**config.mk**
```make
export PLATFORM = sky130hd
export DESIGN_NAME = renode_ahb_manager
export DESIGN_NICKNAME = d
export VERILOG_FILES = /design/src/rtl/renode_ahb_pkg.sv /design/src/rtl/renode_ahb_lane_mask.sv /design/src/rtl/renode_ahb_manager.sv
export SDC_FILE = /design/constraint.sdc
export NUM_CORES = 1
export LEC_CHECK = 0
export ABC_AREA = 1
export BUFFER_PORTS_ARGS = -buffer_cell sky130_fd_sc_hd__buf_2
export CELL_PAD_IN_SITES_DETAIL_PLACEMENT = 2
export CELL_PAD_IN_SITES_GLOBAL_PLACEMENT = 2
export CORE_MARGIN = 5
export CORE_UTILIZATION = 26
export CTS_BUF_LIST = sky130_fd_sc_hd__clkbuf_8
export CTS_CLUSTER_DIAMETER = 200
export DETAILED_ROUTE_END_ITERATION = 8
export GPL_TIMING_DRIVEN = 0
export PLACE_DENSITY_LB_ADDON = 0.1
export SYNTH_ARGS = -nofsm -noshare
export SYNTH_HDL_FRONTEND = slang
export SYNTH_SLANG_ARGS = --single-unit
```
**constraint.sdc**
```tcl
create_clock -name hclk -period 2.5 [get_ports hclk]
set_clock_uncertainty 0.05 [all_clocks]
set_input_delay 0.125 -clock hclk [delete_from_list [all_inputs] [get_ports hclk]]
set_output_delay 0.125 -clock hclk [all_outputs]
set_load 0.01 [all_outputs]
```
**src/rtl/renode_ahb_pkg.sv**
```systemverilog
// Shared AHB-Lite encodings and helpers for the Renode co-simulation bridges.
package renode_ahb_pkg;

    typedef enum logic [1:0] {
        HTRANS_IDLE   = 2'b00,
        HTRANS_BUSY   = 2'b01,
        HTRANS_NONSEQ = 2'b10,
        HTRANS_SEQ    = 2'b11
    } htrans_e;

    typedef enum logic {
        HRESP_OKAY  = 1'b0,
        HRESP_ERROR = 1'b1
    } hresp_e;

    localparam logic [2:0] HBURST_SINGLE = 3'b000;

    // Data access, privileged, non-bufferable, non-cacheable.
    localparam logic [3:0] HPROT_DEFAULT = 4'b0011;

    typedef enum logic [1:0] {
        MGR_IDLE = 2'b00,
        MGR_ADDR = 2'b01,
        MGR_DATA = 2'b10,
        MGR_ERR  = 2'b11
    } mgr_state_e;

    // A request is refused locally when the transfer is wider than the bus
    // or the byte address is not naturally aligned to the transfer size.
    function automatic logic req_reject(input logic [2:0] size,
                                        input logic [2:0] addr_lo,
                                        input int         data_w);
        logic bad_size;
        logic bad_align;
        bad_size = ((8 << size) > data_w);
        case (size)
            3'd0:    bad_align = 1'b0;
            3'd1:    bad_align = addr_lo[0];
            3'd2:    bad_align = |addr_lo[1:0];
            3'd3:    bad_align = |addr_lo;
            default: bad_align = 1'b1;
        endcase
        return bad_size | bad_align;
    endfunction

endpackage

```
**src/rtl/renode_ahb_lane_mask.sv**
```systemverilog
// Byte-lane mask for an AHB transfer: ones over the lanes the access touches.
module renode_ahb_lane_mask
    import renode_ahb_pkg::*;
#(
    parameter int DataWidth = 32,
    localparam int NumBytes = DataWidth / 8,
    localparam int OffW     = (NumBytes > 1) ? $clog2(NumBytes) : 1
) (
    input  logic [OffW-1:0]      addr_lsb,
    input  logic [2:0]           hsize,
    output logic [DataWidth-1:0] mask
);

    // Enable every byte lane in [offset, offset + bytes-in-transfer).
    always_comb begin
        int off;
        int len;
        off  = (NumBytes > 1) ? int'(addr_lsb) : 0;
        len  = 1 << hsize;
        mask = '0;
        for (int i = 0; i < NumBytes; i++) begin
            if ((i >= off) && (i < off + len)) begin
                mask[i*8 +: 8] = 8'hFF;
            end
        end
    end

endmodule

```
**src/rtl/renode_ahb_manager.sv**
```systemverilog
// AHB-Lite manager: turns one valid/ready request into one SINGLE transfer
// and reports the outcome on a single-cycle response strobe.
module renode_ahb_manager
    import renode_ahb_pkg::*;
#(
    parameter int AddressWidth = 32,
    parameter int DataWidth    = 32
) (
    input  logic                    hclk,
    input  logic                    hresetn,
    input  logic                    req_valid,
    output logic                    req_ready,
    input  logic                    req_write,
    input  logic [AddressWidth-1:0] req_addr,
    input  logic [2:0]              req_size,
    input  logic [DataWidth-1:0]    req_wdata,
    output logic                    rsp_valid,
    output logic [DataWidth-1:0]    rsp_rdata,
    output logic                    rsp_error,
    output logic [AddressWidth-1:0] haddr,
    output logic [1:0]              htrans,
    output logic                    hwrite,
    output logic [2:0]              hsize,
    output logic [2:0]              hburst,
    output logic [3:0]              hprot,
    output logic                    hmastlock,
    output logic [DataWidth-1:0]    hwdata,
    input  logic [DataWidth-1:0]    hrdata,
    input  logic                    hready,
    input  logic                    hresp
);

    localparam int NumBytes = DataWidth / 8;
    localparam int OffW     = (NumBytes > 1) ? $clog2(NumBytes) : 1;

    mgr_state_e           state;
    htrans_e              htrans_q;
    logic [DataWidth-1:0] wdata_lat;
    logic [DataWidth-1:0] lane_mask;

    assign req_ready = (state == MGR_IDLE);
    assign htrans    = htrans_q;
    assign hburst    = HBURST_SINGLE;
    assign hprot     = HPROT_DEFAULT;
    assign hmastlock = 1'b0;

    // haddr/hsize stay on the bus through the data phase, so they select the read lanes.
    renode_ahb_lane_mask #(
        .DataWidth(DataWidth)
    ) u_lane_mask (
        .addr_lsb(haddr[OffW-1:0]),
        .hsize   (hsize),
        .mask    (lane_mask)
    );

    // Transfer sequencer: address phase, data phase, optional two-cycle error, response.
    always_ff @(posedge hclk) begin
        if (!hresetn) begin
            state     <= MGR_IDLE;
            htrans_q  <= HTRANS_IDLE;
            haddr     <= '0;
            hwrite    <= 1'b0;
            hsize     <= 3'd0;
            hwdata    <= '0;
            wdata_lat <= '0;
            rsp_valid <= 1'b0;
            rsp_error <= 1'b0;
            rsp_rdata <= '0;
        end else begin
            rsp_valid <= 1'b0;
            case (state)
                MGR_IDLE: begin
                    if (req_valid) begin
                        if (req_reject(req_size, req_addr[2:0], DataWidth)) begin
                            rsp_valid <= 1'b1;
                            rsp_error <= 1'b1;
                            rsp_rdata <= '0;
                        end else begin
                            haddr     <= req_addr;
                            hwrite    <= req_write;
                            hsize     <= req_size;
                            htrans_q  <= HTRANS_NONSEQ;
                            wdata_lat <= req_wdata;
                            state     <= MGR_ADDR;
                        end
                    end
                end
                MGR_ADDR: begin
                    if (hready) begin
                        htrans_q <= HTRANS_IDLE;
                        hwdata   <= hwrite ? wdata_lat : '0;
                        state    <= MGR_DATA;
                    end
                end
                MGR_DATA: begin
                    if (hready) begin
                        // A one-cycle ERROR is a subordinate fault; still report it as an error.
                        rsp_valid <= 1'b1;
                        if (hresp == HRESP_OKAY) begin
                            rsp_error <= 1'b0;
                            rsp_rdata <= hwrite ? '0 : (hrdata & lane_mask);
                        end else begin
                            rsp_error <= 1'b1;
                            rsp_rdata <= '0;
                        end
                        state <= MGR_IDLE;
                    end else if (hresp == HRESP_ERROR) begin
                        state <= MGR_ERR;
                    end
                end
                MGR_ERR: begin
                    // Completes as an error even if hresp has dropped back to OKAY.
                    if (hready) begin
                        rsp_valid <= 1'b1;
                        rsp_error <= 1'b1;
                        rsp_rdata <= '0;
                        state     <= MGR_IDLE;
                    end
                end
                default: state <= MGR_IDLE;
            endcase
        end
    end

endmodule

```
==> results_dict.tcl, run 1 <==
set metrics [dict create \
    coreArea_um2 20200 \
    synth_top_area_share_pct 51.7 \
    area_growth_pct 53.5 \
    hp-class "input pin to flip-flop" \
    nets 1142 \
    root_buffer "clkbuf_8" \
    cts_setup_buffers 0 \
    syn_avg_cell_area_um2 7.59 \
    cts-htree-levels 4 \
    grt_overflow 0 \
    initial_core_util_pct 26.3 \
    synth_cells 699 \
    ys_seq_elements 137 \
    syn_area_um2 5300 \
    cap_violations 0 \
    grt_pass1_wl_um 37800 \
    clk_pin_slew_ns 0.08 \
    grt_pass1_vias 7012 \
    worstSetupPathType "input pin to flip-flop" \
    portBuffers 207 \
    drt-met1-wl_um 9670 \
    setup_viol_count_final 0 \
    ant_nets 0 \
    hold_viol_final 0 \
    wl_per_cell_um 17.6 \
    synth_top_cell_by_area "dfxtp_1" \
    share_comb_of_total_power_pct 19.4 \
    final_cell_mix "buf_2 (216), nand2_1 (207), dfxtp_1 (137), a21oi_1 (126), dlygate4sd3_1 (102)" \
    num_vias 6057 \
    worstSetupStartpointType "input pin" \
    p_per_area_nw_per_um2 658 \
    grt_max_degree 17 \
    relSlewSlack_pct 53.6 \
    highest_layer "met4" \
    place.gp.congestion 0.765 \
    ys_top_cells_by_area "dfxtp_1 (52%), nand2_1 (15%), a21oi_1 (12%)" \
    final_common_cell "buf_2" \
    swShare_pct 30.4 \
    clock_latency_ns 0.45 \
    worstPathMaxFanout 10 \
    drc_errors 0 \
    clock-sinks 137 \
    critPathCaptureType "flip-flop" \
    num_rows 52 \
    drive_gt1_share_pct 26.1 \
    hold_ws_ns 0.0476 \
    track_usage_pct 20.1 \
    clkPwrFrac_pct 36.4 \
    synth-seq-area-share_pct 51.7 \
    cts_tree "yes" \
    yosysWarnings 0 \
    finalCritPeriodShare_pct 92.2 \
    seqPwrFrac_pct 44.3 \
    via_per_inst 4.60 \
    ir_drop_uv 312 \
    met3WireLength_um 1150 \
    cts_buffers 17 \
    dp_hpwl_um 16200 \
    clockBufferDepth 2 \
    worstPathRequired_ns 2.77 \
    arrival_ns 2.57 \
    dieWidth_um 153 \
    leakage_nw 3.59 \
    fp.dieH_um 153 \
    ctsResizeCount 0 \
    fmax_mhz 434 \
    drtIter0Drc 175 \
    fin_crit_ns 2.30 \
    first_pass_iters 4 \
    wl_um 23200 \
    power.switching_mw 1.63 \
    die_area_um2 23400 \
    final.setup.tns_ns 0 \
    run_status "finished, final reports clean" \
    rsz0062_at_grt "false" \
    maxSlewViolCount 0 \
    synth_cell_types 23 \
    io_pins 218 \
    wl_met2_um 12000 \
    worst_pin_slew_ns 0.696 \
    p_int_mw 3.72 \
    antenna_found_initial 2 \
]
[timing repair]
item / 4_1_cts / 5_1_grt
endpoints found under the setup margin: 0 / 0
endpoints found under the hold margin: 99 / 0
hold buffers: 102 / 0
[registers in the layout, indices dropped and copies added, names as in the netlist]
name	cells
haddr	32
hsize	3
htrans	1
hwdata	32
hwrite	1
rsp_error	1
rsp_rdata	32
rsp_valid	1
state	2
wdata_lat	32
[area by class of cell]
class	instances	area, um^2
flip-flops and latches	137	2740
clock inverters	12	150
multi-input cells	473	2150
clock buffers	19	262
fillers	2362	12000
well taps	270	338
diodes	2	5.00
repair buffers	309	2060
plain buffers	59	297
inverters	37	139
[final timing paths]
check	from	to	slack (ns)	depth (start not counted)
setup / recovery	req_addr[0]	hsize[1]	0.20	12
hold / removal	hresp	rsp_error	0.05	5
setup reg to reg	hsize[0]	rsp_rdata[15]	0.27	12
hold reg to reg	hwdata[6]	hwdata[6]	0.42	2
[worst max-delay path, cell delays in order]
cell           delay, ns
dlygate4sd3_1       0.54
buf_2               0.14
nor2_1              0.10
nand2_1             0.07
nand2_1             0.09
nand3_1             0.11
inv_2               0.07
nand2_2             0.15
buf_2               0.25
o21ai_0             0.26
dlygate4sd3_1       0.61
a21oi_1             0.04
[cells by family after synthesis]
kind of cell / Yosys count / share of synthesized area [%]
buf+inv: 96 / 8.21
compound gates: 148 / 14.0
fa+ha+maj: 3 / 0.849
flops: 137 / 51.7
simple gates: 313 / 25.1
other cells: 2 / 0.142
[power by group through the flow]
stage | sequential, mW | clock [mW] | combinational (mW)
2_1_floorplan | 2.44 | 0 | 0.474
3_3_place_gp | 2.41 | 0 | 0.866
3_5_place_dp | 2.42 | 0 | 0.908
4_1_cts | 2.37 | 2.01 | 1.04
5_1_grt | 2.39 | 2.10 | 1.16
6_report | 2.37 | 1.95 | 1.04
[cells in the mapped netlist, drive strengths merged]
cell type / instances
nand2: 208
dfxtp: 137
a21oi: 126
nand3: 39
inv: 37
nor2: 33
clkbuf: 32
nand4: 32
buf: 27
o21ai: 21
conb: 2
ha: 2
fa: 1
nor3: 1
o211ai: 1
[metal layers]
metal | global-route usage [%] | up-vias
met5 | 0 | -
met4 | 6.70 | 0
met3 | 4.72 | 27
met2 | 36.6 | 160
met1 | 23.2 | 2927
li1 | - | 2943
[per-stage QoR]
stage	utilization [%]	setup slack (ns)	instances	area [um^2]	power (mW)
2_1_floorplan	-	0.616	706	5330	2.92
3_3_place_gp	33.2	0.401	1183	6700	3.28
3_5_place_dp	33.2	0.279	1183	6700	3.33
4_1_cts	40.3	0.248	1316	8140	5.41
5_1_grt	40.4	0.0399	1318	8140	5.64
6_report	40.4	0.196	1318	8140	5.35
(Power assumes the default switching activity.)
==> run 2, diff against run 1 <==
RECOVER_POWER = 100   (was unset)
clock period = 2.47 ns   (was 2.5 ns; I/O delays follow)
==> results_dict.tcl, run 2 (same netlist as run 1, synthesis figures left out) <==
set metrics [dict create \
    worstSetupStartpointType "input pin" \
    r2r_end "hsize[1]" \
    ctsResizeCount 0 \
    finalCritPeriodShare_pct 94.3 \
    cap_violations 0 \
    track_usage_pct 20.1 \
    area_growth_pct 50.7 \
    final_core_util_pct 39.6 \
    layoutNonFillerInstCount 1318 \
    critPathCaptureType "flip-flop" \
    hold_ws_ns 0.0678 \
    hold_viol_final 0 \
    nets 1142 \
    cp-startpoint "req_addr[0]" \
    worstPathRequired_ns 2.74 \
    placedCellCount 1183 \
    clock_latency_ns 0.45 \
    cts-htree-levels 4 \
    worstSetupPathType "input pin to flip-flop" \
    reg2regPathDepth 6 \
    cts_setup_buffers 0 \
    seq_area_um2 2740 \
    root_buffer "clkbuf_8" \
    final_cell_mix "nand2_1 (207), clkbuf_1 (145), dfxtp_1 (137), a21oi_1 (126), buf_2 (107)" \
    io_pins 218 \
    fp.dieH_um 153 \
    relSlewSlack_pct 53.7 \
    hp-class "input pin to flip-flop" \
    clk_pin_slew_ns 0.08 \
    drive_gt1_share_pct 14.9 \
    run_status "finished, final reports clean" \
    dp_hpwl_um 16200 \
    fillers 2404 \
    die_area_um2 23400 \
    first_pass_iters 4 \
    wl_per_cell_um 17.6 \
    wl_um 23300 \
    cts_tree "yes" \
    antenna_found_initial 2 \
    grt_pass1_vias 7012 \
    clock-sinks 137 \
    worstPathMaxFanout 10 \
    num_vias 6082 \
    multi_input_area_um2 2150 \
    arrival_ns 2.60 \
    maxSlewViolCount 0 \
    reg2reg_from "state[1]" \
    via_per_inst 4.61 \
    p_per_area_nw_per_um2 674 \
    ant_nets 0 \
    min_from "hresp" \
    reg2reg_slack_ns 0.22 \
    num_rows 52 \
    place.gp.congestion 0.765 \
    fmax_mhz 429 \
    clockBufferDepth 2 \
    coreArea_um2 20200 \
    cts_buffers 17 \
    hold_buffers 102 \
    drtIter0Drc 165 \
    dieWidth_um 153 \
    grt_max_degree 17 \
    fin_crit_ns 2.33 \
    ir_drop_uv 315 \
    grt_pass1_wl_um 37800 \
    crit_end "hsize[1]" \
    worst_pin_slew_ns 0.695 \
    final_common_cell "nand2_1" \
    fin_total_pwr_mw 5.39 \
    portBuffers 207 \
    setup_viol_count_final 0 \
    leakage_nw 3.12 \
    initial_core_util_pct 26.3 \
    drc_errors 0 \
    grt_overflow 0 \
]
## run 2: cell count changes in the layout (fill, tap and decap cells not counted), sizes merged
cell / change
buf: -114
clkbuf: +114
inv: -1
clkinv: +1
## run 2: layout make-up
cell class | instances | share of cell area, %
tap | 270 | 4.23
multi-input combinational | 473 | 26.9
clock inverter | 12 | 1.88
inverter | 37 | 1.74
buffer | 59 | 3.52
antenna | 2 | 0.0626
sequential | 137 | 34.3
timing repair buffer | 309 | 24.1
clock buffer | 19 | 3.27
## run 2: per-layer routing
layer / vias to the layer above / GRT usage (%) / routed length (um)
met5: - / 0 / 0
met4: 0 / 6.70 / 423
met3: 28 / 4.72 / 1170
met2: 168 / 36.6 / 12000
met1: 2939 / 23.2 / 9640
li1: 2947 / - / -
## run 2: metrics by stage
| step | setup slack, ns | cell area (um^2) | TNS [ns] |
|---|---|---|---|
| 2_1_floorplan | 0.586 | 5330 | 0 |
| 4_1_cts | 0.218 | 8140 | 0 |
| 5_1_grt | -0.0256 | 7990 | -0.0256 |
| 3_3_place_gp | 0.371 | 6700 | 0 |
| 6_report | 0.140 | 7990 | 0 |
| 3_5_place_dp | 0.249 | 6700 | 0 |
## run 2: worst min-delay path by stage
stage                        end  slack, ns  cells past startpoint
detailed placement  wdata_lat[0]       0.33                      3
floorplan               haddr[1]       0.21                      2
global route           rsp_error       0.08                      5
global placement    wdata_lat[7]       0.32                      3
CTS                    rsp_error       0.03                      5
finish                 rsp_error       0.07                      5
## run 2: report_power, final
| group | internal (mW) | leakage [nW] | switching, mW |
|---|---|---|---|
| logic | 0.368 | 1.80 | 0.646 |
| registers | 2.32 | 1.11 | 0.0738 |
| clock network | 1.04 | 0.209 | 0.931 |
## run 2: worst max-delay path, stage by stage
cell and delay (ns):
dlygate4sd3_1 0.54, clkbuf_1 0.14, nor2_1 0.11, nand2_1 0.07, nand2_1 0.09, nand3_1 0.10
clkinv_1 0.07, nand2_2 0.15, clkbuf_2 0.27, o21ai_0 0.27, dlygate4sd3_1 0.61, a21oi_1 0.04
==> run 3, diff against run 2 <==
BUFFER_PORTS_ARGS = -buffer_cell sky130_fd_sc_hd__buf_4   (was -buffer_cell sky130_fd_sc_hd__buf_2)
==> results_dict.tcl, run 3 (same netlist as run 1, synthesis figures left out) <==
set metrics [dict create \
    antenna_found_initial 0 \
    grt_pass1_wl_um 38900 \
    io_pins 218 \
    drtIter0Drc 196 \
    drc_errors 0 \
    root_buffer "clkbuf_8" \
    fin_crit_ns 2.26 \
    cts_buffers 17 \
    worstSetupStartpointType "flip-flop" \
    critPathCaptureType "flip-flop" \
    die_area_um2 23400 \
    min_path_cells 5 \
    path_delay_family "simple AND/OR/NAND/NOR gates" \
    dieWidth_um 153 \
    finalCritPeriodShare_pct 91.6 \
    wl_per_cell_um 18.2 \
    grt_max_degree 17 \
    holdPathEnd "rsp_rdata[1]" \
    worstPathMaxFanout 8 \
    worstSetupPathType "flip-flop to flip-flop" \
    p_per_area_nw_per_um2 649 \
    drive_gt1_share_pct 15.0 \
    worst_pin_slew_ns 0.750 \
    place.gp.congestion 0.785 \
    run_status "finished, final reports clean" \
    r2r_end "rsp_rdata[25]" \
    diodes 0 \
    final.setup.tns_ns 0 \
    cts_tree "yes" \
    clk_pin_slew_ns 0.09 \
    track_usage_pct 20.6 \
    clockBufferDepth 2 \
    ant_nets 0 \
    dpl_cell_area_um2 7220 \
    fmax_mhz 442 \
    fin_total_pwr_mw 5.31 \
    ir_drop_uv 307 \
    rsz0062_at_grt "false" \
    clock_latency_ns 0.45 \
    num_rows 52 \
    first_pass_iters 5 \
    maxSlewViolCount 0 \
    arrival_ns 2.53 \
    reg2regPathDepth 10 \
    cap_violations 0 \
    dp_hpwl_um 16700 \
    cp_slowest_stage_delay_ns 0.38 \
    via_per_inst 4.65 \
    clock-sinks 137 \
    nets 1139 \
    relSlewSlack_pct 50.0 \
    final_cell_mix "nand2_1 (207), clkbuf_1 (147), dfxtp_1 (137), a21oi_1 (126), buf_4 (112)" \
    fillers 2437 \
    area_growth_pct 54.3 \
    grt_pass1_vias 7088 \
    reg2reg_from "hsize[0]" \
    cts-htree-levels 4 \
    portBuffers 207 \
    path_buf_inv 1 \
    leakage_nw 3.16 \
    final_common_cell "nand2_1" \
    fin_area_um2 8180 \
    wl_um 23900 \
    min_from "hrdata[1]" \
    setup_viol_count_final 0 \
    hold_viol_final 0 \
    cpMaxStageDelayCell "dfxtp_1" \
    num_vias 6106 \
    final_core_util_pct 40.6 \
    fp.dieH_um 153 \
    hp-class "input pin to flip-flop" \
    reg2reg_slack_ns 0.21 \
    crit_chain "nor3_2, ha_2, inv_1, fa_1, nor2_1, nand3_1, nand2_1, nand2_1, nand3_1, a21oi_1" \
    coreArea_um2 20200 \
    initial_core_util_pct 26.3 \
    grt_overflow 0 \
    worstPathRequired_ns 2.74 \
]
## run 3: changes by cell type in the layout (fill, tap and decap cells not counted), moves of 2 or more
cell / before / now
clkbuf_8: 19 / 17
o21ai_1: 5 / 7
buf_2: 107 / 4
o21ai_0: 16 / 14
dlygate4sd3_1: 102 / 99
clkinvlp_4: 2 / 4
diode_2: 2 / 0
buf_4: 12 / 112
clkbuf_1: 145 / 147
## run 3: how the worst max path moves through the flow
stage | start | endpoint | slack [ns] | depth (start not counted)
after floorplan | hsize[0] | rsp_rdata[10] | 0.59 | 12
final | hsize[0] | rsp_rdata[25] | 0.21 | 10
after CTS | hsize[0] | rsp_rdata[15] | 0.12 | 12
after detailed placement | hsize[0] | rsp_rdata[15] | 0.18 | 12
after global placement | hsize[0] | rsp_rdata[12] | 0.36 | 12
after global routing | hsize[0] | rsp_rdata[20] | 0.006 | 12
## run 3: area by class of cell
type	instances	area, um^2	share of cell area, %
flip-flops and latches	137	2740	33.5
multi-input cells	473	2150	26.3
repair buffers	306	2150	26.3
well taps	270	338	4.13
plain buffers	59	274	3.35
clock buffers	17	234	2.86
clock inverters	15	153	1.87
inverters	37	139	1.70
## run 3: per-layer routing
| metal | global-route usage (%) | wire (um) | part of all wire (%) |
|---|---|---|---|
| met3 | 5.32 | 1130 | 4.7 |
| met1 | 23.7 | 9980 | 42 |
| met4 | 5.35 | 340 | 1.4 |
| met2 | 37.8 | 12500 | 52 |
| met5 | 0 | 0 | 0 |
## run 3: power by group
part / switching (mW) / leakage, nW / internal [mW]
Sequential: 0.0775 / 1.11 / 2.32
Combinational: 0.654 / 1.86 / 0.412
Clock: 0.946 / 0.190 / 0.896
Total: 1.68 / 3.16 / 3.63
## run 3: timing repair
item / in CTS / in global routing
setup buffers: 0 / 0
endpoints found under the hold margin: 95 / 0
endpoints found under the setup margin: 0 / 21
gates resized for setup: 0 / 2
hold buffers: 99 / 0
## run 3: stage by stage
step	hold WS, ns	instances	setup WS, ns
2_1_floorplan	0.212	706	0.586
3_3_place_gp	0.325	1183	0.362
3_5_place_dp	0.341	1183	0.184
4_1_cts	0.00644	1314	0.119
5_1_grt	0.0166	1314	0.00560
6_report	0.0319	1314	0.207
## run 3: worst reg2reg max path: cells and delay by family (launching register included)
family / cells / cell delay [ns]
adders and majority gates: 2 / 0.61
buffers and inverters: 1 / 0.05
AOI/OAI and AO/OA: 1 / 0.11
DFF: 1 / 0.38
and+or+nand+nor: 6 / 0.94
